<file path="src/rtl/vga_scan_gen.sv">
// 640x480@60 scan generator: pixel clock, DrawX/DrawY coordinates, sync/blank
// outputs delayed PIPE pixel slots behind the coordinates, and per-frame strobes.
module vga_scan_gen #(
    parameter int H_VISIBLE = 640,
    parameter int H_FP      = 16,
    parameter int H_SYNC    = 96,
    parameter int H_BP      = 48,
    parameter int V_VISIBLE = 480,
    parameter int V_FP      = 10,
    parameter int V_SYNC    = 2,
    parameter int V_BP      = 33,
    parameter int PIPE      = 2
) (
    input  logic       Clk,
    input  logic       Reset_n,
    output logic       VGA_CLK,
    output logic [9:0] DrawX,
    output logic [9:0] DrawY,
    output logic       VGA_HS,
    output logic       VGA_VS,
    output logic       VGA_BLANK_N,
    output logic       VGA_SYNC_N,
    output logic       frame_start,
    output logic       vblank_start
);

    localparam logic [9:0] H_LAST   = 10'(H_VISIBLE + H_FP + H_SYNC + H_BP - 1);
    localparam logic [9:0] V_LAST   = 10'(V_VISIBLE + V_FP + V_SYNC + V_BP - 1);
    localparam logic [9:0] H_VIS    = 10'(H_VISIBLE);
    localparam logic [9:0] V_VIS    = 10'(V_VISIBLE);
    localparam logic [9:0] HS_START = 10'(H_VISIBLE + H_FP);
    localparam logic [9:0] HS_END   = 10'(H_VISIBLE + H_FP + H_SYNC);
    localparam logic [9:0] VS_START = 10'(V_VISIBLE + V_FP);
    localparam logic [9:0] VS_END   = 10'(V_VISIBLE + V_FP + V_SYNC);
    // {hs, vs, blank_n} while idle: syncs released, picture blanked
    localparam logic [2:0] INACTIVE = 3'b110;

    logic       phase_reg;
    logic [9:0] h_cnt_reg, h_cnt_next;
    logic [9:0] v_cnt_reg, v_cnt_next;
    logic [2:0] raw_next;
    logic [2:0] stage0_reg;
    logic [2:0] tap;
    logic       frame_start_reg;
    logic       vblank_start_reg;

    // Counters move only in pixel slots (phase_reg high), i.e. on VGA_CLK falling edges.
    always_comb begin
        h_cnt_next = h_cnt_reg;
        v_cnt_next = v_cnt_reg;
        if (phase_reg) begin
            if (h_cnt_reg == H_LAST) begin
                h_cnt_next = 10'd0;
                v_cnt_next = (v_cnt_reg == V_LAST) ? 10'd0 : v_cnt_reg + 10'd1;
            end else begin
                h_cnt_next = h_cnt_reg + 10'd1;
            end
        end
    end

    // Raw timing is derived from the next position so depth 0 lines up with DrawX/DrawY.
    always_comb begin
        raw_next[2] = !((h_cnt_next >= HS_START) && (h_cnt_next < HS_END));
        raw_next[1] = !((v_cnt_next >= VS_START) && (v_cnt_next < VS_END));
        raw_next[0] = (h_cnt_next < H_VIS) && (v_cnt_next < V_VIS);
    end

    always_ff @(posedge Clk or negedge Reset_n) begin
        if (!Reset_n) begin
            phase_reg        <= 1'b0;
            h_cnt_reg        <= 10'd0;
            v_cnt_reg        <= 10'd0;
            stage0_reg       <= INACTIVE;
            frame_start_reg  <= 1'b0;
            vblank_start_reg <= 1'b0;
        end else begin
            phase_reg        <= ~phase_reg;
            h_cnt_reg        <= h_cnt_next;
            v_cnt_reg        <= v_cnt_next;
            if (phase_reg) begin
                stage0_reg <= raw_next;
            end
            frame_start_reg  <= phase_reg && (h_cnt_next == 10'd0) && (v_cnt_next == 10'd0);
            vblank_start_reg <= phase_reg && (h_cnt_next == 10'd0) && (v_cnt_next == V_VIS);
        end
    end

    generate
        if (PIPE == 0) begin : g_no_delay
            assign tap = stage0_reg;
        end else begin : g_delay
            localparam int SRW = 3 * PIPE;
            logic [SRW-1:0] sr_reg;

            // Oldest sample sits in the top three bits.
            always_ff @(posedge Clk or negedge Reset_n) begin
                if (!Reset_n) begin
                    sr_reg <= {PIPE{INACTIVE}};
                end else if (phase_reg) begin
                    sr_reg <= (sr_reg << 3) | SRW'(stage0_reg);
                end
            end

            assign tap = sr_reg[SRW-1 -: 3];
        end
    endgenerate

    assign VGA_CLK      = phase_reg;
    assign DrawX        = h_cnt_reg;
    assign DrawY        = v_cnt_reg;
    assign VGA_HS       = tap[2];
    assign VGA_VS       = tap[1];
    assign VGA_BLANK_N  = tap[0];
    assign VGA_SYNC_N   = 1'b0;
    assign frame_start  = frame_start_reg;
    assign vblank_start = vblank_start_reg;

endmodule
</file>
<file path="config.mk">
export PLATFORM = sky130hd
export DESIGN_NAME = vga_scan_gen
export DESIGN_NICKNAME = d
export VERILOG_FILES = /design/src/rtl/vga_scan_gen.sv
export SDC_FILE = /design/constraint.sdc
export NUM_CORES = 1
export LEC_CHECK = 0
export ABC_AREA = 1
export ABC_CLOCK_PERIOD_IN_PS = 2700
export BUFFER_PORTS_ARGS = -buffer_cell sky130_fd_sc_hd__buf_2
export CORE_AREA = 3 3 69 71
export CTS_CLUSTER_DIAMETER = 50
export DETAILED_ROUTE_END_ITERATION = 7
export DIE_AREA = 0 0 72 74
export HOLD_SLACK_MARGIN = 0.06
export PLACE_DENSITY = 0.74
export SLEW_MARGIN = 20
export SYNTH_ARGS = -nofsm -noshare
export SYNTH_HDL_FRONTEND = slang
export SYNTH_SLANG_ARGS = --single-unit
</file>
<file path="constraint.sdc">
create_clock -name Clk -period 2.7 [get_ports Clk]
set_input_delay 0 -clock Clk [delete_from_list [all_inputs] [get_ports Clk]]
set_output_delay 0 -clock Clk [all_outputs]
set_load 0.01 [all_outputs]
</file>
==> run metrics, run 1 <==
Warnings, synthesis 0; Final Util 0.497; startpoint types flip-flop; NetSw 174 uW; DR WL/cell 12.6 um; Syn Inst Count 254; Post-synth EDFFs 0; drt pass-1 iters 4; CP peak stage delay 0.41 ns; fraction of layout cells with a size suffix above 1 0.199; Mapped Nets 259; Logic pwr share 0.013; outcome finished, final reports clean; synth-to-layout area growth 15.4%; Die H 74 um; post-CTS sizing 0; peak supply drop 0.000301 V; CTS tree built; crit-path max FO 9; largest area contributor in the netlist dfrtp_1; Placed Instance Area 0.00203 mm2; nets 290; Worst-Margin Slew 0.713 ns; die width 72 um; Worst Path Required 2.92 ns; most frequent CP cell nand2_1; core area 0.00429 mm2; largest net degree at the start of global routing 33; worst hold path class in2async; Main synth FF type dfrtp_1; Period minus WS final 2.05 ns; max-cap violation count 0; cell count of the worst reg-to-reg path 11; initial antenna violation count 0; num ports 29; CP cell instances ha_1, nand2_1, nor2_4, inv_2, nor2_8, nand2_4, nand3_1, inv_1, o21ai_0, nand4_1, nand2_1; design area 0.00213 mm2; Rel. slew slack 0.525; leakage power 1.24 nW; Synth cell types 29; initial DRC count 87; vias in the first global route 1,612; worst r2r dst stage0_reg[0]; final WL 4260 um; Worst-Skew Late Latency 0.28 ns; Setup Crit Path Kind reg2reg; Residual DRC 0; DP Wirelength 3200 um; routability cong. 0.896; TritonCTS Sinks 32; slowest stage cell on the critical path dfrtp_1; RSZ-0062 raised after global routing false; fmax 0.487 GHz; P per Cell Area 405 mW/mm2; vias per inst 4.91; Pins Over Slew Limit 0; gr usage total 0.181; Reg-to-Reg Start DrawX[0]; Port Buffers 27; Sw Ratio 0.202; Synth top area share 0.352; Yosys reg bits 32; crit path capture type flip-flop; sequential element share of the synthesized area 0.437; first-pass GRT wire length 7550 um; main area contributors after synthesis dfrtp_1, nand2_1, dfstp_2; synthesized cell area 0.00185 mm2; H-tree depth 2; initial core utilization 0.430; Clk pwr share 0.431; final setup vio count 0; fraction of registers with async set or reset after synthesis 1.00; synthesized area per cell 7.28 um2; r2r setup slk 0.65 ns; ANT cells 0; total CTS buffers 5; clk root buf clkbuf_8; final worst-path cycle share 0.760; clk_skew 0.00788 ns; Max clock buf depth 2; DR vias 1,661; Worst EP arrival 2.27 ns; Fin Setup TNS 0 ns; Flop pwr share 0.556; Reg clk slew, reported paths 0.07 ns; row count 24; total gr overflow 0; total die area 0.00533 mm2; Internal 689 uW; final hold vios 0; post-route ant nets 0
==> power groups by stage <==
stage | clock network (mW) | registers (mW) | logic [mW]
2_1_floorplan | 0 | 0.489 | 0.00168
3_3_place_gp | 0 | 0.488 | 0.0107
3_5_place_dp | 0 | 0.488 | 0.0108
4_1_cts | 0.386 | 0.480 | 0.0121
5_1_grt | 0.408 | 0.480 | 0.0134
6_report | 0.372 | 0.480 | 0.0112
==> cell type report <==
| class | instances | area (um2) |
|---|---|---|
| Fill cell | 430 | 2160 |
| Multi-Input combinational cell | 178 | 867 |
| Sequential cell | 32 | 808 |
| Timing Repair Buffer | 30 | 160 |
| Inverter | 38 | 143 |
| Clock buffer | 8 | 90.1 |
| Tap cell | 52 | 65.1 |
==> worst max-delay path by stage <==
| stage | startpoint | endpoint | slack [ns] |
|---|---|---|---|
| after global routing | DrawX[0] | stage0_reg[0] | 0.48 |
| after detailed placement | DrawX[0] | frame_start | 0.72 |
| after CTS | DrawX[0] | stage0_reg[0] | 0.70 |
| after global placement | DrawX[0] | frame_start | 0.77 |
| after floorplan | DrawX[0] | frame_start | 0.96 |
| final | DrawX[0] | stage0_reg[0] | 0.65 |
==> cells by family (layout without fill, tap and decap cells) <==
family                   count (synthesis)  count (layout)  share of synthesized area
AND/OR/NAND/NOR                        152             152                      0.375
buffers and inverters                   44              76                     0.0934
flip-flops                              32              32                      0.437
AO/OA/AOI/OAI                           19              19                     0.0575
adder cells (fa/ha/maj)                  3               3                     0.0203
XOR/XNOR                                 3               3                     0.0142
other                                    1               1                    0.00203
==> per-stage QoR <==
step / std cells / hold WS (ns) / power (mW) / setup WS (ns)
6_report: 338 / 0.301 / 0.863 / 0.649
5_1_grt: 338 / 0.385 / 0.901 / 0.481
4_1_cts: 338 / 0.327 / 0.878 / 0.695
3_5_place_dp: 329 / 0.0900 / 0.499 / 0.715
3_3_place_gp: 329 / 0.0854 / 0.499 / 0.768
2_1_floorplan: 254 / -0.296 / 0.490 / 0.959
==> critical path, delay by kind of cell, from the launching register on <==
family	cells	cell delay, ns
AOI/OAI and AO/OA	1	0.27
adders and majority gates	1	0.19
buffers and inverters	2	0.15
DFF	1	0.41
and+or+nand+nor	7	0.95
==> synthesized netlist by cell type (2+ instances only) <==
| library cell | number |
|---|---|
| a21oi_1 | 5 |
| buf_2 | 3 |
| clkbuf_1 | 2 |
| dfrtp_1 | 26 |
| dfstp_2 | 6 |
| ha_1 | 3 |
| inv_1 | 37 |
| nand2_1 | 83 |
| nand2_2 | 3 |
| nand3_1 | 21 |
| nand3_2 | 2 |
| nand4_1 | 5 |
| nor2_1 | 22 |
| nor2_2 | 6 |
| nor2_4 | 2 |
| nor3_1 | 5 |
| o21ai_0 | 9 |
| o21bai_1 | 2 |
| xor2_1 | 2 |
==> routing by layer <==
layer  track usage  vias up  part of all wire
met2         0.304       28              0.49
met4        0.0585        0             0.013
met1         0.236      781              0.46
met5             0        -                 0
li1              -      847                 -
met3        0.0392        5             0.038
==> layout by cell type (no fill, tap or decap), types with 2 or more instances in the layout <==
master     n
clkbuf_1   2
nor2_1    22
inv_1     37
ha_1       3
nand3_1   21
nor3_1     5
dfrtp_1   26
nor2_4     2
buf_2     27
nand2_1   83
nand3_2    2
buf_4      2
a21oi_1    5
xor2_1     2
o21bai_1   2
nand4_1    5
dfstp_2    6
o21ai_0    9
clkbuf_8   6
nand2_2    3
nor2_2     6
==> timing repair <==
action                                 in CTS  in global routing
buffers inserted                            0                  0
hold buffers                                1                  0
endpoints found under the hold margin      26                  0
(Power assumes the default switching activity.)
==> run 2, diff against run 1 <==
--- a/config.mk
+++ b/config.mk
@@ -6,14 +6,14 @@
 export NUM_CORES = 1
 export LEC_CHECK = 0
 export ABC_AREA = 1
-export ABC_CLOCK_PERIOD_IN_PS = 2700
+export ABC_CLOCK_PERIOD_IN_PS = 1700
 export BUFFER_PORTS_ARGS = -buffer_cell sky130_fd_sc_hd__buf_2
 export CORE_AREA = 3 3 69 71
 export CTS_CLUSTER_DIAMETER = 50
 export DETAILED_ROUTE_END_ITERATION = 7
 export DIE_AREA = 0 0 72 74
 export HOLD_SLACK_MARGIN = 0.06
-export PLACE_DENSITY = 0.74
+export PLACE_DENSITY = 0.77
 export SLEW_MARGIN = 20
 export SYNTH_ARGS = -nofsm -noshare
 export SYNTH_HDL_FRONTEND = slang
==> constraint.sdc (replaced) <==
create_clock -name Clk -period 1.7 [get_ports Clk]
set_input_delay 0 -clock Clk [delete_from_list [all_inputs] [get_ports Clk]]
set_output_delay 0 -clock Clk [all_outputs]
set_load 0.01 [all_outputs]
==> run 2 against run 1 <==
  * The run now ends with setup timing left
  * Flip-flop and latch count stayed put
  * Sequential share of layout area is 7.1 points lower
  * Die area stayed put
  * Global-route usage is 1.2 points higher
  * Clock skew is 0.0024 ns lower
==> run metrics, run 2 (synthesis results as in run 1) <==
final worst-path cycle share 1.07; nets 334; clk root buf clkbuf_8; Worst EP arrival 2.01 ns; Clk pwr share 0.452; synth-to-layout area growth 42.0%; Pins Over Slew Limit 0; P per Cell Area 543 mW/mm2; Setup WS pre-CTS -0.133 ns; DP Wirelength 3470 um; Die H 74 um; total die area 0.00533 mm2; outcome finished, violations left; final WL 5000 um; Worst-Skew Late Latency 0.29 ns; crit path capture type flip-flop; clk_skew 0.00550 ns; Residual DRC 0; crit-path max FO 4; ANT cells 0; slowest stage cell on the critical path dfrtp_1; DR WL/cell 13.1 um; post-route setup slack -0.120 ns; peak supply drop 0.000482 V; largest net degree at the start of global routing 33; TritonCTS Sinks 32; final setup vio count 5; num ports 29; total gr overflow 0; die width 72 um; startpoint types flip-flop; drt pass-1 iters 4; Fin Setup TNS -0.337 ns; NetSw 290 uW; first-pass GRT wire length 7960 um; WHS 0.300 ns; total CTS buffers 5; initial DRC count 135; non-filler instance count after layout 382; initial antenna violation count 0; failing checks setup timing; Internal 1.13 mW; DP Cell Count 363; Sw Ratio 0.204; CP cell instances buf_4, inv_1, nor2_1, nand3_1, nand2_1, nand2_2, nor2_2, inv_1, nand3_2, nor2_4, nand3_2, nor2_2; Worst Path Required 1.89 ns; vias per inst 4.90; Setup Crit Path Kind reg2reg; core area 0.00429 mm2; leakage power 1.50 nW; Port Buffers 27; H-tree depth 2; r2r setup slk -0.12 ns; Reg clk slew, reported paths 0.07 ns; commonest non-fill, non-tap cell in the layout nand2_1; Period minus WS final 1.82 ns; gr usage total 0.193; Reg-to-Reg Start DrawX[5]; initial core utilization 0.430; Rel. slew slack 0.524; RSZ-0062 raised after global routing true; worst r2r dst frame_start; worst hold path class in2async; DR vias 1,871; fmax 0.550 GHz; fraction of layout cells with a size suffix above 1 0.388; row count 24; post-route ant nets 0; CP peak stage delay 0.36 ns; vias in the first global route 1,729; Max clock buf depth 2; CTS tree built; most frequent cells in the layout nand2_1, buf_4, inv_1, buf_2, dfrtp_1; Flop pwr share 0.536; cell count of the worst reg-to-reg path 12; Logic pwr share 0.012; routability cong. 0.940; final hold vios 0; max-cap violation count 0; Worst-Margin Slew 0.714 ns
## run 2: cell count changes in the layout (fill, tap and decap cells not counted), sizes merged
cell,before,now
buf,29,71
nand2,87,88
nor2,31,32
## run 2: what timing repair did
action | 4_1_cts | 5_1_grt
hold buffers | 1 | 0
setup endpoints to repair | 5 | 9
buffers inserted | 1 | 8
gates cloned | 1 | 1
endpoints found under the hold margin | 26 | 0
gates resized for setup | 5 | 28
pin swaps | 7 | 15
## run 2: final cells by class
class / count / area (um2)
fillers: 401 / 1670
flip-flops and latches: 32 / 808
inverters: 38 / 143
repair buffers: 72 / 479
well taps: 52 / 65.1
multi-input cells: 180 / 1030
clock buffers: 8 / 100
## run 2: per-layer routing
| metal | vias up | track usage | part of all wire |
|---|---|---|---|
| met5 | - | 0 | 0 |
| met3 | 9 | 0.0378 | 0.051 |
| li1 | 936 | - | - |
| met4 | 0 | 0.0752 | 0.018 |
| met2 | 45 | 0.316 | 0.49 |
| met1 | 881 | 0.255 | 0.44 |
## run 2: worst max path at each step
stage                         to  cells past startpoint  startpoint  slack, ns
floorplan            frame_start                     13    DrawX[0]      -0.03
CTS                 vblank_start                     13    DrawX[1]      -0.12
global placement     frame_start                     13    DrawX[1]      -0.09
detailed placement   frame_start                     13    DrawX[1]      -0.13
finish               frame_start                     12    DrawX[5]      -0.12
global route        vblank_start                     12    DrawX[6]      -0.27
## run 2: critical path: cells and delay by family (launching register included)
kind / cells / cell delay, ns
AND/OR/NAND/NOR: 9 / 1.09
flip-flops: 1 / 0.36
buffers and inverters: 3 / 0.27
## run 2: power groups by stage
stage | clock [mW] | sequential, mW | combinational, mW
3_5_place_dp | 0 | 0.776 | 0.0175
6_report | 0.643 | 0.762 | 0.0178
4_1_cts | 0.661 | 0.762 | 0.0191
3_3_place_gp | 0 | 0.776 | 0.0168
2_1_floorplan | 0 | 0.776 | 0.00266
5_1_grt | 0.692 | 0.762 | 0.0209
## run 2: metrics by stage
step | power (mW) | area, um2 | utilization
global route | 1.47 | 2620 | 0.611
global placement | 0.793 | 2300 | 0.537
detailed placement | 0.793 | 2300 | 0.537
floorplan | 0.779 | 1860 | -
finish | 1.42 | 2620 | 0.611
CTS | 1.44 | 2450 | 0.570
